===== config.mk =====
export PLATFORM = sky130hd
export DESIGN_NAME = uart_rx
export DESIGN_NICKNAME = d
export VERILOG_FILES = /design/src/rtl/uart_rx.sv
export SDC_FILE = /design/constraint.sdc
export NUM_CORES = 1
export LEC_CHECK = 0
export CORE_ASPECT_RATIO = 0.6
export CORE_MARGIN = 2
export CORE_UTILIZATION = 27
export CTS_CLUSTER_DIAMETER = 100
export DETAILED_ROUTE_END_ITERATION = 7
export PLACE_DENSITY = 0.49
export SYNTH_ARGS = -nofsm -noshare
export SYNTH_HDL_FRONTEND = slang
export SYNTH_SLANG_ARGS = --single-unit

===== constraint.sdc =====
create_clock -name i_clock -period 4 [get_ports i_clock]
set_input_delay 1.2 -clock i_clock [delete_from_list [all_inputs] [get_ports i_clock]]
set_output_delay 1.2 -clock i_clock [all_outputs]
set_load 0.005 [all_outputs]

===== src/rtl/uart_rx.sv =====
// 16x-oversampling UART receiver: recovers NB_DATA-bit frames LSB first, flags framing errors.
// Define UART_RX_PARITY_EN to add an even-parity bit (8E1) and drive o_parity_error.
module uart_rx #(
  parameter int unsigned NB_DATA         = 8,
  parameter int unsigned NB_STOP         = 1,
  parameter int unsigned NB_TICK_COUNTER = 4,
  parameter int unsigned NB_DATA_COUNTER = 3
) (
  input  logic               i_clock,
  input  logic               i_reset,
  input  logic               i_tick,
  input  logic               i_data,
  output logic [NB_DATA-1:0] o_data,
  output logic               o_data_valid,
  output logic               o_frame_error,
  output logic               o_parity_error
);

  localparam logic [NB_TICK_COUNTER-1:0] LP_TICK_MID  =
    NB_TICK_COUNTER'((1 << NB_TICK_COUNTER) / 2 - 1);
  localparam logic [NB_TICK_COUNTER-1:0] LP_TICK_LAST = {NB_TICK_COUNTER{1'b1}};
  localparam logic [NB_DATA_COUNTER-1:0] LP_BIT_LAST  = NB_DATA_COUNTER'(NB_DATA - 1);
  localparam logic [0:0]                 LP_STOP_LAST = 1'(NB_STOP - 1);

  typedef enum logic [2:0] {
    StIdle,
    StStart,
    StData,
`ifdef UART_RX_PARITY_EN
    StParity,
`endif
    StStop,
    StBreak
  } state_e;

  state_e                     r_state,      w_state_next;
  logic [NB_TICK_COUNTER-1:0] r_tick_cnt,   w_tick_next;
  logic [NB_DATA_COUNTER-1:0] r_bit_cnt,    w_bit_next;
  logic [0:0]                 r_stop_cnt,   w_stop_next;
  logic [NB_DATA-1:0]         r_shift,      w_shift_next;
  logic                       r_ferr_pend,  w_ferr_pend_next;
  logic [NB_DATA-1:0]         r_data,       w_data_next;
  logic                       r_valid,      w_valid_next;
  logic                       r_frame_error, w_frame_error_next;
  logic                       w_ferr_now;
`ifdef UART_RX_PARITY_EN
  logic                       r_parity_bit,   w_parity_bit_next;
  logic                       r_parity_error, w_parity_error_next;
`endif

  always_ff @(posedge i_clock) begin
    if (!i_reset) begin
      r_state        <= StIdle;
      r_tick_cnt     <= '0;
      r_bit_cnt      <= '0;
      r_stop_cnt     <= '0;
      r_shift        <= '0;
      r_ferr_pend    <= 1'b0;
      r_data         <= '0;
      r_valid        <= 1'b0;
      r_frame_error  <= 1'b0;
`ifdef UART_RX_PARITY_EN
      r_parity_bit   <= 1'b0;
      r_parity_error <= 1'b0;
`endif
    end else begin
      r_state        <= w_state_next;
      r_tick_cnt     <= w_tick_next;
      r_bit_cnt      <= w_bit_next;
      r_stop_cnt     <= w_stop_next;
      r_shift        <= w_shift_next;
      r_ferr_pend    <= w_ferr_pend_next;
      r_data         <= w_data_next;
      r_valid        <= w_valid_next;
      r_frame_error  <= w_frame_error_next;
`ifdef UART_RX_PARITY_EN
      r_parity_bit   <= w_parity_bit_next;
      r_parity_error <= w_parity_error_next;
`endif
    end
  end

  always_comb begin
    w_state_next       = r_state;
    w_tick_next        = r_tick_cnt;
    w_bit_next         = r_bit_cnt;
    w_stop_next        = r_stop_cnt;
    w_shift_next       = r_shift;
    w_ferr_pend_next   = r_ferr_pend;
    w_data_next        = r_data;
    w_valid_next       = 1'b0;
    w_frame_error_next = r_frame_error;
    w_ferr_now         = r_ferr_pend | ~i_data;
`ifdef UART_RX_PARITY_EN
    w_parity_bit_next   = r_parity_bit;
    w_parity_error_next = r_parity_error;
`endif

    unique case (r_state)
      StIdle: begin
        w_tick_next = '0;
        if (!i_data) begin
          w_state_next     = StStart;
          w_bit_next       = '0;
          w_stop_next      = '0;
          w_ferr_pend_next = 1'b0;
        end
      end

      StStart: begin
        if (i_tick) begin
          if (r_tick_cnt == LP_TICK_MID) begin
            w_tick_next  = '0;
            // A line back high at mid-start-bit was a glitch, not a frame.
            w_state_next = i_data ? StIdle : StData;
          end else begin
            w_tick_next = r_tick_cnt + NB_TICK_COUNTER'(1);
          end
        end
      end

      StData: begin
        if (i_tick) begin
          if (r_tick_cnt == LP_TICK_LAST) begin
            w_tick_next  = '0;
            w_shift_next = {i_data, r_shift[NB_DATA-1:1]};
            if (r_bit_cnt == LP_BIT_LAST) begin
              w_bit_next = '0;
`ifdef UART_RX_PARITY_EN
              w_state_next = StParity;
`else
              w_state_next = StStop;
`endif
            end else begin
              w_bit_next = r_bit_cnt + NB_DATA_COUNTER'(1);
            end
          end else begin
            w_tick_next = r_tick_cnt + NB_TICK_COUNTER'(1);
          end
        end
      end

`ifdef UART_RX_PARITY_EN
      StParity: begin
        if (i_tick) begin
          if (r_tick_cnt == LP_TICK_LAST) begin
            w_tick_next       = '0;
            w_parity_bit_next = i_data;
            w_state_next      = StStop;
          end else begin
            w_tick_next = r_tick_cnt + NB_TICK_COUNTER'(1);
          end
        end
      end
`endif

      StStop: begin
        if (i_tick) begin
          if (r_tick_cnt == LP_TICK_LAST) begin
            w_tick_next      = '0;
            w_ferr_pend_next = w_ferr_now;
            if (r_stop_cnt == LP_STOP_LAST) begin
              w_stop_next        = '0;
              w_data_next        = r_shift;
              w_valid_next       = 1'b1;
              w_frame_error_next = w_ferr_now;
`ifdef UART_RX_PARITY_EN
              w_parity_error_next = ^{r_shift, r_parity_bit};
`endif
              w_state_next = w_ferr_now ? StBreak : StIdle;
            end else begin
              w_stop_next = r_stop_cnt + 1'b1;
            end
          end else begin
            w_tick_next = r_tick_cnt + NB_TICK_COUNTER'(1);
          end
        end
      end

      StBreak: begin
        w_tick_next = '0;
        if (i_data) begin
          w_state_next = StIdle;
        end
      end

      default: begin
        w_state_next = StIdle;
      end
    endcase
  end

  assign o_data        = r_data;
  assign o_data_valid  = r_valid;
  assign o_frame_error = r_frame_error;
`ifdef UART_RX_PARITY_EN
  assign o_parity_error = r_parity_error;
`else
  assign o_parity_error = 1'b0;
`endif

endmodule


Word level (Yosys, flattened, before mapping)
Index checks and enable logic that the tools add are counted. Widths: inputs -> output; s select.

Register bits: 30. Output and inout bits: 11.

$add $sub $neg: 3. Equality and inequality tests: 18. Multiplexer cells: 32. Bitwise operators: 3. Reduce and logical (&&, ||, !) cells: 13.

Operators with widths (count): $mux 3 (15); $ne 2x2->1 const B (10); $mux 4 (4); $reduce_and 4->1 (4); $pmux 3 s5 (1); $pmux 4 s3 (1); $reduce_and 10->1 (1); $mux 1 (7); $eq 3x2->1 const B (2); $eq 3x3->1 const B (2); $pmux 3 s2 (1); $reduce_and 3->1 (2); $add 4x1->4 const B (1); $eq 4x3->1 const B (1); $eq 4x4->1 const B (1); $pmux 1 s2 (2); $reduce_bool 2->1 (2); $reduce_or 2->1 (2); $add 3x1->3 const B (1); $eq 3x1->1 const B (1); $logic_not 3->1 (1); $reduce_bool 3->1 (1); $mux 2 (1); $ne 2x1->1 const B (1); 3 further kinds (4).

Longest topological paths before layout
Word-level depth: 7. Mapped depth: 6. Mapped depth without buffers: 5.

Worst setup path before layout
No wires, ideal clock.

Path type: input to register. Start point: input i_tick. End point: register r_shift[5]. Setup time: 0.128 ns. Arrival: 2.015 ns. Required time: 3.872 ns. Path slack: 1.857 ns. Stages on the path: 5. Buffers on the path: 1. Cells stage by stage: and4_1 > nor4b_4 > buf_6 > mux2i_1 > nor2_1.

Word-level cells in the longest chain between the ends: 1.

Ends and longest elaborated chain: start, declared (line 11) `input logic i_tick,`; $reduce_and 3->1 (no line); end signal, assigned (line 71) `r_shift <= w_shift_next;`; end, declared (line 40) `logic [NB_DATA-1:0] r_shift, w_shift_next;`.

No other way between the ends. A chain may end at the register's enable or synchronous reset.

Final worst setup path
Start point: input i_tick. End point: register r_shift[7].

The elaborated chain is that of the path after synthesis.

==> results.md <==
- Power Total: between 500 and 600 uW
- Post-synth EDFFs: 0
- Layout cells sized above 1: 0.07190
- Num CTS Buffers: 5
- Outcome: complete, no violations
- Final core occ: 0.3346
- Yosys top cell area share: 0.4369
- Startpoint Class: primary input
- Global-route wire length before repair: approximately 4500 microns
- Rel. slew slack: 0.5267
- Setup violators final: 0
- TNS Setup: 0 ps
- Pwr Density: 364.4 nW/um^2
- Yosys cell types: 35
- Final net count: 160
- Synthesis-stage register bit count: 29
- Clk Latency, worst-skew pair: 270 ps
- Post_cts resized: 0
- RSZ-0062 raised after global routing: no
- Most frequent cells in the layout: 29 x dfxtp_1, 24 x nor2_1, 21 x mux2i_1, 13 x nand2_1, 13 x clkdlybuf4s50_1
- Total core area: 4659 sq um
- Async S/R FF share, synth: 0
- Yosys top cell by area: dfxtp_1
- Vias in the first global route: 990
- # fillers: ~500
- Initial Util: 0.2852
- CP Class: in2reg
- Xor/xnor cell area share of the yosys netlist: 0.006591
- Max clock buf depth: 2
- Gr usage total: 0.1071
- Drc violations: 0
- Pin count of the biggest net entering global routing: 24
- Compound-cell area share of the yosys netlist: 0.06968
- Minimum clock period: roughly 2800 ps
- N_diodes: 0
- DP HPWL: approximately 1800 microns
- Element type at the critical path end: register
- Top FF cell, synth: dfxtp_1
- CTS Sinks: 29
- Seq/Total Area, Yosys: 0.4369
- Worst-path maximum fanout: 8
- Clock Skew: 6.969 ps
- Worst Path Arrival: between 2000 and 3000 ps
- Most common cell after layout, fill and taps aside: dfxtp_1
- Die area: roughly 5500 sq um
- WHS: 469.5 ps
- DRT iter0 DRCs: 66
- Clock slew at reported path FFs: 60 ps
- Worst-margin pin slew: 709.1 ps
- # IOs: 15
- Hold Crit Depth: 2
- Die W: 94.57 microns
- Via density: roughly 4.7
- Adder-cell area share of the yosys netlist: 0.02825
- Tcrit/Tclk final: 0.6949
- H-tree Lvls: 2
- Root Driver: clkbuf_8
- Mapped Cells: between 100 and 150
- Most area-consuming cells after synthesis: dfxtp_1 44%, mux2i_1 16%, nor2_1 6.8%
- Main combinational cell family by area after synthesis: simple AND/OR/NAND/NOR gates
- Syn Nets: between 100 and 150
- Row cnt: 19
- Post-synthesis mux area share: 0.1582
- Area growth from synthesis to layout: 17.33%
- DR WL/cell: 12.06 microns
- Initial antenna violation count: 0
- GP Congestion: 0.7981
- Congestion Overflow GR: 0
- CTS tree: done
- Simple-gate share of the synthesized area: 0.2345
- Synthesized area: 1329 sq um
- Vias: 1015
- Worst R2R Path Depth: 5
- Slew Limit Fails: 0
- Antenna-violating nets left: 0
- Hold crit path type: reg2reg
- Final hold vios: 0
- Placed cell count: approximately 210
- Leakage: roughly 0.00063 uW
- Syn_area_per_cell: slightly above 9 sq um
- Cts hold-fix bufs: 0
- IO buf count: 13
- Maxcap violations: 0
- Achievable Freq: approximately 360 MHz
- Worst EP required: 4130 ps
- DIE HEIGHT: 58.34 microns
- Yosys warning count: 0
- Layout Cells excl Fill: between 200 and 250
- VDD IR-drop max: approximately 0.1 mV
- Post-CTS Setup Bufs: 0
- Drt first pass iters: 4
- WL final: 2606 microns
==> metrics by stage <==
step	instance area [sq um]	setup slack, ps
6_report	1559	1220
5_1_grt	1559	1114
4_1_cts	1559	1211
3_5_place_dp	1473	940.7
3_3_place_gp	1473	1014
2_1_floorplan	1329	1857
==> worst max-delay path, stage by stage <==
cell             delay, ps
clkdlybuf4s50_1        500
and4_1                 280
nor4b_4                620
mux2i_1                260
nor2_1                  50
==> routing by layer <==
metal | track usage | wire length [microns] | up-vias
li1 | - | - | 512
met1 | 0.1445 | 1315 | 484
met2 | 0.1571 | 1168 | 17
met3 | 0.03841 | 93 | 2
met4 | 0.04348 | 28 | 0
met5 | 0 | 0 | -
==> final cells by class <==
| class | instances | area [sq um] | area share |
|---|---|---|---|
| Multi-Input combinational cell | 100 | 664.4 | 0.4262 |
| Sequential cell | 29 | 580.6 | 0.3724 |
| Timing Repair Buffer | 14 | 137.6 | 0.08828 |
| Clock buffer | 7 | 86.33 | 0.05538 |
| Tap cell | 63 | 78.83 | 0.05056 |
| Inverter | 3 | 11.26 | 0.007223 |
==> sequential cells by signal, summed over array words and instances, names as in the netlist <==
signal / flops
r_ferr_pend: 1
r_tick_cnt: 4
o_data: 8
o_data_valid: 1
o_frame_error: 1
r_bit_cnt: 3
r_shift: 8
r_state: 3
==> worst paths after layout <==
check | start | to | slack, ps
max reg2reg | r_tick_cnt[0] | r_shift[7] | 2030
min reg2reg | r_bit_cnt[2] | r_bit_cnt[2] | 470
min | r_bit_cnt[2] | r_bit_cnt[2] | 470
max | i_tick | r_shift[7] | 1220
==> logic make-up (layout without fill, tap and decap cells) <==
| logic type | count (synthesis) | count (layout) |
|---|---|---|
| and+or+nand+nor | 60 | 60 |
| xor gates and xnor gates | 1 | 1 |
| buffers and inverters | 13 | 24 |
| muxes | 21 | 21 |
| AOI/OAI and AO/OA | 14 | 14 |
| DFF | 29 | 29 |
| adders and majority gates | 3 | 3 |
| other | 1 | 1 |
==> synth_stat cells, types with 3 or more instances <==
cell,count
a21oi_1,3
ha_1,3
inv_1,3
nand4_1,3
mux2i_1,21
dfxtp_1,29
buf_4,5
nand2_1,13
nand3_1,3
a31oi_1,3
nor2_1,24
==> power breakdown <==
part	internal [uW]	switching (uW)
logic	12.9	20.4
clock network	136	101
registers	292	5.57
(Power assumes the default switching activity.)
